`config.mk`:
```
export PLATFORM = sky130hd
export DESIGN_NAME = freq_gate_ctrl_flat
export DESIGN_NICKNAME = d
export VERILOG_FILES = /design/src/rtl/freq_gate_ctrl_if.sv /design/src/rtl/freq_gate_ctrl.sv /design/src/flat_wrapper.sv
export SDC_FILE = /design/constraint.sdc
export NUM_CORES = 1
export LEC_CHECK = 0
export ABC_AREA = 1
export CELL_PAD_IN_SITES_DETAIL_PLACEMENT = 0
export CELL_PAD_IN_SITES_GLOBAL_PLACEMENT = 1
export CORE_MARGIN = 2
export CORE_UTILIZATION = 43
export CTS_CLUSTER_DIAMETER = 50
export CTS_CLUSTER_SIZE = 16
export DETAILED_ROUTE_END_ITERATION = 16
export PLACE_DENSITY_LB_ADDON = 0.1
export SLEW_MARGIN = 40
export SYNTH_ARGS = -nofsm -noshare
export SYNTH_HDL_FRONTEND = slang
export SYNTH_SLANG_ARGS = --single-unit
```
`constraint.sdc`:
```
create_clock -name clk -period 2.4 [get_ports clk]
set_clock_uncertainty 0.15 [all_clocks]
set_input_delay 0.48 -clock clk [delete_from_list [all_inputs] [get_ports clk]]
set_output_delay 0.48 -clock clk [all_outputs]
set_load 0.005 [all_outputs]
```
`src/rtl/freq_gate_ctrl_if.sv`:
```
// Control and status bundle between the frequency-meter sequencer and its counter/latch/display path.
// The sequencer takes the slave side. The host or the test environment takes the master side.
interface freq_gate_ctrl_if;
  logic       run;
  logic       single;
  logic       abort;
  logic       cnt_ovf;
  logic       cnt_clr;
  logic       cnt_en;
  logic       latch_en;
  logic       meas_done;
  logic       busy;
  logic       ovf;
  logic [7:0] meas_id;

  modport master (
    output run, single, abort, cnt_ovf,
    input  cnt_clr, cnt_en, latch_en, meas_done, busy, ovf, meas_id
  );

  modport slave (
    input  run, single, abort, cnt_ovf,
    output cnt_clr, cnt_en, latch_en, meas_done, busy, ovf, meas_id
  );
endinterface

```
`src/rtl/freq_gate_ctrl.sv`:
```
// Gate-time sequencer for the frequency meter: clear -> gate -> settle -> latch -> done.
// Every output is registered and decoded from the next state, so no input reaches an output combinationally.
module freq_gate_ctrl #(
  parameter int GATE_CYCLES   = 50_000_000,
  parameter int CLR_CYCLES    = 2,
  parameter int SETTLE_CYCLES = 4,
  localparam int TW           = $clog2(GATE_CYCLES + 1)
) (
  input  logic             clk,
  input  logic             rst_n,
  freq_gate_ctrl_if.slave  bus
);

  typedef enum logic [2:0] {
    IDLE   = 3'd0,
    CLEAR  = 3'd1,
    GATE   = 3'd2,
    SETTLE = 3'd3,
    LATCH  = 3'd4,
    DONE   = 3'd5
  } state_t;

  // The timer is sized for the gate period. CLR_CYCLES and SETTLE_CYCLES are expected to be no longer than that.
  localparam logic [TW-1:0] CLR_LAST    = TW'(CLR_CYCLES - 1);
  localparam logic [TW-1:0] GATE_LAST   = TW'(GATE_CYCLES - 1);
  localparam logic [TW-1:0] SETTLE_LAST = TW'(SETTLE_CYCLES - 1);

  state_t        state_q, state_d;
  logic [TW-1:0] timer_q, timer_d;
  logic          ovf_pend_q, ovf_pend_d;
  logic          ovf_q, ovf_d;
  logic [7:0]    meas_id_q, meas_id_d;
  logic          cnt_clr_q, cnt_clr_d;
  logic          cnt_en_q, cnt_en_d;
  logic          latch_en_q, latch_en_d;
  logic          meas_done_q, meas_done_d;
  logic          busy_q, busy_d;

  always_comb begin
    state_d    = state_q;
    timer_d    = timer_q;
    ovf_pend_d = ovf_pend_q;
    ovf_d      = ovf_q;
    meas_id_d  = meas_id_q;

    if (state_q != IDLE && bus.abort) begin
      // Abort wins over every timer expiry and over a run-driven restart from DONE.
      state_d = IDLE;
      timer_d = '0;
    end else begin
      unique case (state_q)
        IDLE: begin
          if (!bus.abort && (bus.run || bus.single)) begin
            state_d = CLEAR;
            timer_d = '0;
          end
        end
        CLEAR: begin
          if (timer_q == CLR_LAST) begin
            state_d = GATE;
            timer_d = '0;
          end else begin
            timer_d = timer_q + 1'b1;
          end
        end
        GATE: begin
          if (timer_q == GATE_LAST) begin
            state_d = SETTLE;
            timer_d = '0;
          end else begin
            timer_d = timer_q + 1'b1;
          end
        end
        SETTLE: begin
          if (timer_q == SETTLE_LAST) begin
            state_d = LATCH;
            timer_d = '0;
          end else begin
            timer_d = timer_q + 1'b1;
          end
        end
        LATCH: begin
          state_d   = DONE;
          ovf_d     = ovf_pend_q;
          meas_id_d = meas_id_q + 8'd1;
        end
        DONE: begin
          state_d = bus.run ? CLEAR : IDLE;
          timer_d = '0;
        end
        default: begin
          state_d = IDLE;
          timer_d = '0;
        end
      endcase
    end

    if ((state_q == GATE || state_q == SETTLE) && bus.cnt_ovf)
      ovf_pend_d = 1'b1;
    if (state_d == CLEAR)
      ovf_pend_d = 1'b0;

    cnt_clr_d   = (state_d == CLEAR);
    cnt_en_d    = (state_d == GATE);
    latch_en_d  = (state_d == LATCH);
    meas_done_d = (state_d == DONE);
    busy_d      = (state_d != IDLE);
  end

  always_ff @(posedge clk or negedge rst_n) begin
    if (!rst_n) begin
      state_q     <= IDLE;
      timer_q     <= '0;
      ovf_pend_q  <= 1'b0;
      ovf_q       <= 1'b0;
      meas_id_q   <= 8'd0;
      cnt_clr_q   <= 1'b0;
      cnt_en_q    <= 1'b0;
      latch_en_q  <= 1'b0;
      meas_done_q <= 1'b0;
      busy_q      <= 1'b0;
    end else begin
      state_q     <= state_d;
      timer_q     <= timer_d;
      ovf_pend_q  <= ovf_pend_d;
      ovf_q       <= ovf_d;
      meas_id_q   <= meas_id_d;
      cnt_clr_q   <= cnt_clr_d;
      cnt_en_q    <= cnt_en_d;
      latch_en_q  <= latch_en_d;
      meas_done_q <= meas_done_d;
      busy_q      <= busy_d;
    end
  end

  assign bus.cnt_clr   = cnt_clr_q;
  assign bus.cnt_en    = cnt_en_q;
  assign bus.latch_en  = latch_en_q;
  assign bus.meas_done = meas_done_q;
  assign bus.busy      = busy_q;
  assign bus.ovf       = ovf_q;
  assign bus.meas_id   = meas_id_q;

endmodule
```
`src/flat_wrapper.sv`:
```
// flat-port wrapper written by rule: the top's interface ports become plain ports
module freq_gate_ctrl_flat 
#(
  parameter int GATE_CYCLES   = 50_000_000,
  parameter int CLR_CYCLES    = 2,
  parameter int SETTLE_CYCLES = 4,
  localparam int TW           = $clog2(GATE_CYCLES + 1)
)
  (clk, rst_n, bus_run, bus_single, bus_abort, bus_cnt_ovf, bus_cnt_clr, bus_cnt_en, bus_latch_en, bus_meas_done, bus_busy, bus_ovf, bus_meas_id);
  freq_gate_ctrl_if bus_i ();
  input  logic clk;
  input  logic rst_n;
  input wire logic [$bits(bus_i.run)-1:0] bus_run;
  input wire logic [$bits(bus_i.single)-1:0] bus_single;
  input wire logic [$bits(bus_i.abort)-1:0] bus_abort;
  input wire logic [$bits(bus_i.cnt_ovf)-1:0] bus_cnt_ovf;
  output wire logic [$bits(bus_i.cnt_clr)-1:0] bus_cnt_clr;
  output wire logic [$bits(bus_i.cnt_en)-1:0] bus_cnt_en;
  output wire logic [$bits(bus_i.latch_en)-1:0] bus_latch_en;
  output wire logic [$bits(bus_i.meas_done)-1:0] bus_meas_done;
  output wire logic [$bits(bus_i.busy)-1:0] bus_busy;
  output wire logic [$bits(bus_i.ovf)-1:0] bus_ovf;
  output wire logic [$bits(bus_i.meas_id)-1:0] bus_meas_id;
  assign bus_i.run = bus_run;
  assign bus_i.single = bus_single;
  assign bus_i.abort = bus_abort;
  assign bus_i.cnt_ovf = bus_cnt_ovf;
  assign bus_cnt_clr = bus_i.cnt_clr;
  assign bus_cnt_en = bus_i.cnt_en;
  assign bus_latch_en = bus_i.latch_en;
  assign bus_meas_done = bus_i.meas_done;
  assign bus_busy = bus_i.busy;
  assign bus_ovf = bus_i.ovf;
  assign bus_meas_id = bus_i.meas_id;
  freq_gate_ctrl #(.GATE_CYCLES(GATE_CYCLES), .CLR_CYCLES(CLR_CYCLES), .SETTLE_CYCLES(SETTLE_CYCLES)) u_core (.clk(clk), .rst_n(rst_n), .bus(bus_i));
endmodule
```
==> metrics.cfg, run 1 <==
[clock_network]
cts_repair_resize_count = 0
clk_pin_slew_worst_paths_ns = 0.09
cts_setup_buffers = 0
clock_latency_ns = 0.30
htreeDepth = 2
cts_tree = built
clock_sinks = 44
cts_made_buffers = 5
root_buffer = clkbuf_8
postCtsHoldBufs = 0
cts_buffer_depth = 2

[global_route]
grt_pass1_vias = 2466
grt-ovfl-total = 0
grt_pass1_wl_um = 11800
grt_max_degree = 24
track_usage = 0.208
antenna_found_initial = 0

[yosys]
yosysTopAreaCell = dfrtp_1
yosys.area.top_type_share = 0.396
avgSynthCellArea_sq_um = 7.20
synth.most_common_cell = nand2_1
ys_seq_elements = 44
seq_area_frac_synth = 0.396
ys_top_cells_by_area = dfrtp_1 40%, nand2_1 13%, nor2_1 8.6%
synth_common_cells = 98 x nand2_1, 64 x nor2_1, 44 x dfrtp_1
yosysUniqueCellTypes = 30
ys_async_sr_fraction = 1.00
synthCells = 386
synth_fp_nets = 395
ys_warn_count = 0
synth_edf_count = 0
syn_area_sq_um = 2780
synthFlopType = dfrtp_1

[die]
die_y_um = 84.4
die_x_um = 84.4
rows = 29
initial_core_util = 0.440
num_io_pins = 20
dieArea_sq_um = 7130
coreArea_sq_um = 6310

[power_and_ir_drop]
netSwitchingFraction = 0.369
switching_power_mw = 0.779
p_leak_nw = 1.48
power_frac_clock = 0.282
seq_power_share = 0.393
p_comb_frac = 0.325
peakVddDrop_mv = 0.514
internal-power_mw = 1.33
power_density_nw_per_um2 = 650

[finish]
area_growth_pct = 16.8
fin_area_sq_um = 3250
diodes = 0
nets = 429
fillers = 658
drive_above_1_share = 0.112

[critical_path]
worstPathMaxFanout = 10
worstPathArrival_ns = 2.12
worstSetupStartpointType = flip-flop
ff2ff_setup_slack_ns = 0.31
endpoint_kind = flip-flop
critPathKind = flip-flop to flip-flop
crit_required_ns = 2.43

[timing]
relSlewSlack = 0.647
final.setup.tns_ns = 0
slew_violations = 0
fmax_mhz = 479
hold_viol = 4
rsz0062_at_grt = false
fin_crit_ns = 2.09
period_share = 0.870
finalSetupViolations = 0
hold_ws_ns = -0.00748
tightest_slew_ns = 0.530

[detailed_routing]
antenna_left = 0
via_count = 2501
wl_met1_um = 3330
firstDrtPassIters = 4
wl_um = 6930
top_layer_used = met4
drc = 0
wl_met3_um = 284
wl_met2_um = 3180
wl_per_cell_um = 13.9
viasPerCell = 5.02
drtIter0Drc = 169

[placed_design]
gp_congestion = 0.904
placed_area_sq_um = 3130
portBuffers = 19
dp_hpwl_um = 5540

[outcome]
status = finished, violations left
failed_checks = hold timing

[flow_run]
cap_viol_max_count = 0

[hold_path]
holdCritPathClass = input pin to asynchronous set/reset pin

[path summary, 6_finish.rpt]
| check | end | cells after the start | startpoint |
|---|---|---|---|
| min reg2reg | u_core.bus.meas_id[5] | 1 | u_core.bus.meas_id[5] |
| min | u_core.timer_q[13] | 1 | rst_n |
| max | u_core.timer_q[20] | 10 | u_core.timer_q[0] |
| max in group asynchronous | u_core.bus.meas_id[1] | 2 | rst_n |
| min in group clk | u_core.bus.meas_id[5] | 1 | u_core.bus.meas_id[5] |
| max reg2reg | u_core.timer_q[20] | 10 | u_core.timer_q[0] |
[power groups by stage]
stage	clock network, mW	logic (mW)	registers [mW]
finish	0.594	0.686	0.830
global route	0.635	0.764	0.835
CTS	0.610	0.693	0.830
detailed placement	0	0.691	0.846
global placement	0	0.684	0.845
floorplan	0	0.446	0.844
[placed cells by master, fill, tap and decap left out, drive strengths merged]
cell / count
inv: 47
dfrtp: 44
clkdlybuf4s50: 18
o21ai: 13
xor2: 12
nand4: 11
nor4: 1
nand2: 105
a21oi: 12
ha: 3
a31oi: 2
o22ai: 1
nor3: 14
nor2: 74
xnor2: 7
clkbuf: 5
nor3b: 1
buf: 12
nand3: 36
bufinv: 1
o211ai: 1
clkinvlp: 1
[registers in the layout, indices dropped and copies added (netlist names)]
register	flops
u_core.bus.busy	1
u_core.bus.cnt_clr	1
u_core.bus.cnt_en	1
u_core.bus.latch_en	1
u_core.bus.meas_done	1
u_core.bus.meas_id	8
u_core.bus.ovf	1
u_core.ovf_pend_q	1
u_core.state_q	3
u_core.timer_q	26
[through the flow]
stage          worst slack, ns  hold WS [ns]  total power [mW]   util  std cells
4_1_cts                  0.285        0.0228              2.13  0.514        498
6_report                 0.311      -0.00748              2.11  0.514        498
3_5_place_dp             0.170         0.334              1.54  0.496        490
2_1_floorplan            0.661        0.0344              1.29      -        386
5_1_grt                 0.0981        0.0511              2.23  0.514        498
3_3_place_gp             0.203         0.321              1.53  0.496        490
[area by class of cell]
class,instances,area [sq um],area share
Timing Repair Buffer,30,280,0.0863
Clock inverter,3,46.3,0.0143
Inverter,46,173,0.0532
Tap cell,77,96.3,0.0297
Multi-Input combinational cell,293,1480,0.456
Clock buffer,5,68.8,0.0212
Sequential cell,44,1100,0.339
[cells by family after synthesis]
logic type,Yosys count,share of synthesized area
adder cells (fa/ha/maj),3,0.0135
XOR/XNOR,19,0.0599
AND/OR/NAND/NOR,242,0.397
flip-flops,44,0.396
AO/OA/AOI/OAI,29,0.0626
buffers and inverters,49,0.0707
[critical path, cell delays in order, from the launching register on]
cell and delay (ns):
dfrtp_1 0.42, ha_1 0.22, nand3_1 0.13, inv_1 0.15
nand2_1 0.06, nor2_1 0.15, nand2_1 0.07, nand2_1 0.07
nand2_2 0.14, a21oi_4 0.33, nor2_1 0.07
[layer usage]
metal / track usage / vias up
met5: 0 / -
met4: 0.0664 / 0
li1: - / 1300
met1: 0.282 / 1147
met3: 0.0472 / 10
met2: 0.331 / 44
(Power assumes the default switching activity.)
==> run 2: changes to the inputs <==
Settings changed: PLACE_DENSITY set to 0.87, PLACE_DENSITY_LB_ADDON 0.1 to unset, SKIP_CTS_REPAIR_TIMING set to 1.
==> metrics.cfg, run 2 (synthesis results as in run 1) <==
[timing]
hold_ws_ns = -0.00542
hold_viol = 4
rsz0062_at_grt = false
final.setup.tns_ns = 0
relSlewSlack = 0.643
fmax_mhz = 466
tightest_slew_ns = 0.536
period_share = 0.894
slew_violations = 0
finalSetupViolations = 0
fin_crit_ns = 2.14

[finish]
drive_above_1_share = 0.110
layout_common_cells = 98 x nand2_1, 64 x nor2_1, 44 x dfrtp_1
nets = 428
area_growth_pct = 16.6
largest_reg_flops = 26
diodes = 0
mostFrequentLayoutCell = nand2_1
regMostFlops = u_core.timer_q

[outcome]
status = finished, violations left
failed_checks = hold timing

[critical_path]
max_stage_delay_ns = 0.43
crit_required_ns = 2.44
crit_path_start = u_core.timer_q[0]
worstSetupStartpointType = flip-flop
cp.buffers_inverters = 0
endpoint_kind = flip-flop
crit_slowest_cell = dfrtp_1
cpMostUsedCell = nor2_1
worstPathMaxFanout = 10
r2r_cells = 10
crit_chain = ha_1 -> nand2_1 -> nor2_1 -> nand2_1 -> nor2_1 -> nor2_1 -> nor2_2 -> nand2_2 -> a21oi_4 -> nor2_1
cp.depth = 10
ff2ff_setup_slack_ns = 0.26
worstPathArrival_ns = 2.18
critPathKind = flip-flop to flip-flop
r2r-start = u_core.timer_q[0]
critPathTopFamily = simple AND/OR/NAND/NOR gates

[clock_network]
clk_pin_slew_worst_paths_ns = 0.09
htreeDepth = 2
root_buffer = clkbuf_8
cts_buffer_depth = 2
clock_latency_ns = 0.30
cts_tree = built
cts_made_buffers = 5
clock_sinks = 44

[detailed_routing]
wl_met2_um = 2910
drc = 0
drtIter0Drc = 145
top_layer_used = met4
viasPerCell = 5.17
wl_um = 6650
antenna_left = 0
wl_met1_um = 3260
firstDrtPassIters = 7
wl_met3_um = 350
wl_per_cell_um = 13.4
via_count = 2570

[power_and_ir_drop]
power_density_nw_per_um2 = 646
switching_power_mw = 0.771
p_comb_frac = 0.319
power_frac_clock = 0.283
p_leak_nw = 1.47
internal-power_mw = 1.32
peakVddDrop_mv = 0.549
seq_power_share = 0.398
netSwitchingFraction = 0.368

[placed_design]
portBuffers = 19
gp_congestion = 0.853
dp_hpwl_um = 5240

[global_route]
grt-ovfl-total = 0
track_usage = 0.202
antenna_found_initial = 0
grt_pass1_vias = 2552
grt_pass1_wl_um = 11800
grt_max_degree = 24

[die]
num_io_pins = 20
initial_core_util = 0.440
dieArea_sq_um = 7130
coreArea_sq_um = 6310
die_y_um = 84.4
die_x_um = 84.4
rows = 29

[hold_path]
holdCritPathClass = input pin to asynchronous set/reset pin

[flow_run]
cap_viol_max_count = 0

==> run 2: changes by cell type in the layout (fill, tap and decap cells not counted) <==
cell / change
buf_4: -1
==> run 2: power by group through the flow <==
stage / Sequential (mW) / Clock, mW / Combinational (mW)
global placement: 0.847 / 0 / 0.664
CTS: 0.835 / 0.601 / 0.674
global route: 0.842 / 0.630 / 0.746
finish: 0.833 / 0.591 / 0.667
detailed placement: 0.849 / 0 / 0.672
floorplan: 0.844 / 0 / 0.446
==> run 2: final timing paths <==
check | end
worst max-delay path | u_core.timer_q[17]
worst min-delay path | u_core.timer_q[19]
worst max register to register | u_core.timer_q[17]
worst min register to register | u_core.bus.meas_id[5]
max in group asynchronous | u_core.timer_q[15]
min in group clk | u_core.bus.meas_id[5]
==> run 2: final cells by class <==
class / count / area [sq um]
fill: 653 / 3070
clock buffer: 5 / 68.8
tap: 77 / 96.3
clock inverter: 3 / 46.3
sequential: 44 / 1100
timing repair buffer: 29 / 273
inverter: 46 / 173
multi-input combinational: 293 / 1480
==> run 2: stage by stage <==
stage | power, mW | instance area, sq um | std cells | worst slack, ns | util
final | 2.09 | 3240 | 497 | 0.255 | 0.513
after global routing | 2.22 | 3240 | 497 | 0.0219 | 0.513
after CTS | 2.11 | 3240 | 497 | 0.227 | 0.513
after detailed placement | 1.52 | 3130 | 489 | 0.0820 | 0.495
after global placement | 1.51 | 3130 | 489 | 0.122 | 0.495
after floorplan | 1.29 | 2780 | 386 | 0.661 | -
==> run 2: metal layers <==
layer	vias up	GRT usage
met4	0	0.0548
met5	-	0
met2	69	0.320
met1	1190	0.290
li1	1298	-
met3	13	0.0324
==> run 2: worst register-to-register path, cell delays in order, from the launching register on <==
cell	delay (ns)
dfrtp_1	0.43
ha_1	0.23
nand2_1	0.07
nor2_1	0.14
nand2_1	0.10
nor2_1	0.10
nor2_1	0.07
nor2_2	0.16
nand2_2	0.16
a21oi_4	0.34
nor2_1	0.08
==> run 3: changes to the inputs <==
Settings changed: ABC_AREA 1 to unset, CORE_UTILIZATION 43 to 45, GPL_TIMING_DRIVEN set to 0, PLACE_DENSITY 0.87 to 0.86, SKIP_LAST_GASP set to 1.
==> metrics.cfg, run 3 <==
[critical_path]
crit_chain = nor4_2 -> nand4_1 -> o31ai_4 -> buf_4 -> a2bb2oi_4 -> buf_4 -> clkbuf_16 -> o21ai_0
worstSetupStartpointType = flip-flop
endpoint_kind = flip-flop
max_stage_delay_ns = 0.48
r2r-start = u_core.timer_q[2]
cpMostUsedCell = buf_4
critPathKind = flip-flop to flip-flop
worstPathMaxFanout = 7
crit_required_ns = 2.43
crit_slowest_cell = dfrtp_1
worstPathArrival_ns = 2.40
crit_path_start = u_core.timer_q[2]

[power_and_ir_drop]
p_leak_nw = 1.24
p_comb_frac = 0.406
power_frac_clock = 0.235
internal-power_mw = 1.62
seq_power_share = 0.359
power_mw = 2.48
switching_power_mw = 0.865
netSwitchingFraction = 0.348
peakVddDrop_mv = 0.422
power_density_nw_per_um2 = 838

[die]
num_io_pins = 20
dieArea_sq_um = 5770
coreArea_sq_um = 5040
rows = 26
die_y_um = 76.0
die_x_um = 76.0
initial_core_util = 0.462

[yosys]
yosys.area.top_type_share = 0.473
yosysUniqueCellTypes = 48
ys_top_cells_by_area = dfrtp_1 47%, xnor2_1 4.5%, nor2_1 4.4%
syn_area_sq_um = 2330
synthFlopType = dfrtp_1
ys_warn_count = 0
ys_async_sr_fraction = 1.00
yosysTopAreaCell = dfrtp_1
synth_fp_nets = 249
synth_edf_count = 0
synthCells = 240
synth_common_cells = 44 x dfrtp_1, 27 x nor2_1, 17 x nand3_1
seq_area_frac_synth = 0.473
ys_seq_elements = 44
avgSynthCellArea_sq_um = 9.71
synth.most_common_cell = dfrtp_1

[detailed_routing]
viasPerCell = 5.64
antenna_left = 0
wl_per_cell_um = 15.4
drc = 0
firstDrtPassIters = 4
wl_um = 5410
drtIter0Drc = 166
via_count = 1980

[timing]
relSlewSlack = 0.534
hold_viol = 0
rsz0062_at_grt = true
tightest_slew_ns = 0.699
fin_crit_ns = 2.37
period_share = 0.988
hold_ws_ns = 0.271
fmax_mhz = 422
finalSetupViolations = 0
slew_violations = 0

[finish]
drive_above_1_share = 0.224
regMostFlops = u_core.timer_q
largest_reg_flops = 26
nets = 289
diodes = 0
area_growth_pct = 27.2
layout_common_cells = 41 x dfrtp_1, 26 x nor2_1, 17 x nand3_1, 17 x clkdlybuf4s50_1
mostFrequentLayoutCell = dfrtp_1
final_cells = 351

[clock_network]
htreeDepth = 2
root_buffer = clkbuf_8
cts_made_buffers = 5
clock_latency_ns = 0.30
cts_buffer_depth = 2
clk_pin_slew_worst_paths_ns = 0.09
clock_sinks = 44
cts_tree = built

[global_route]
grt_max_degree = 24
grt_pass1_vias = 1740
grt-ovfl-total = 0
grt_pass1_wl_um = 8510
track_usage = 0.183
antenna_found_initial = 0

[placed_design]
dp.cells = 329
dp_hpwl_um = 3540
gp_congestion = 0.844
portBuffers = 18

[hold_path]
holdCritPathClass = input pin to flip-flop
min_from = bus_abort

[flow_run]
cap_viol_max_count = 0

[outcome]
status = completed

## run 3: final timing paths
| kind | end | slack [ns] | cells past startpoint |
|---|---|---|---|
| worst max-delay path | u_core.timer_q[16] | 0.03 | 8 |
| worst min-delay path | u_core.bus.latch_en | 0.27 | 2 |
| worst max register to register | u_core.timer_q[16] | 0.03 | 8 |
| worst min register to register | u_core.bus.meas_id[7] | 0.32 | 1 |
| max in group asynchronous | u_core.timer_q[0] | 1.22 | 3 |
| min in group asynchronous | u_core.timer_q[1] | 0.46 | 2 |
## run 3: cell type report
type                            instances  area [sq um]
Fill cell                             435          2080
Sequential cell                        44          1100
Timing Repair Buffer                   33           328
Multi-Input combinational cell        179          1220
Clock buffer                            5          68.8
Inverter                                7          26.3
Clock inverter                          3          47.5
Tap cell                               70          87.6
Buffer                                 10          85.1
## run 3: cells by family (layout without fill, tap and decap cells)
group                      after synthesis  in the layout  synth area share
AOI/OAI and AO/OA                       42             42             0.123
DFF                                     44             44             0.473
buffers and inverters                   17             58            0.0419
muxes                                    3              3            0.0140
xor gates and xnor gates                19             19            0.0714
adders and majority gates                3              3            0.0161
and+or+nand+nor                        112            112             0.261
## run 3: per-stage QoR
step                TNS, ns  worst slack, ns  utilization  cell area (sq um)
finish                    0           0.0288        0.588               2960
global route         -0.687          -0.0941        0.588               2960
floorplan                 0           0.0954            -               2330
CTS                   -3.54           -0.206        0.543               2740
detailed placement    -3.42           -0.315        0.520               2620
global placement     -25.11           -0.488        0.515               2600
## run 3: routing by layer
layer | GRT usage | vias to the layer above | wire, um
met2 | 0.282 | 54 | 2530
met3 | 0.0429 | 11 | 254
li1 | - | 956 | -
met4 | 0.0636 | 0 | 116
met5 | 0 | - | 0
met1 | 0.253 | 959 | 2510
## run 3: power groups by stage
stage,combinational [mW],clock [mW],sequential (mW)
global placement,0.727,0,0.891
global route,1.10,0.629,0.906
detailed placement,0.737,0,0.894
finish,1.01,0.584,0.892
CTS,0.739,0.596,0.879
floorplan,0.500,0,0.884
## run 3: critical path, delay by kind of cell (launching register included)
kind	cells	cell delay (ns)
flops	1	0.48
buf+inv	3	0.46
compound gates	3	0.56
simple gates	2	0.61
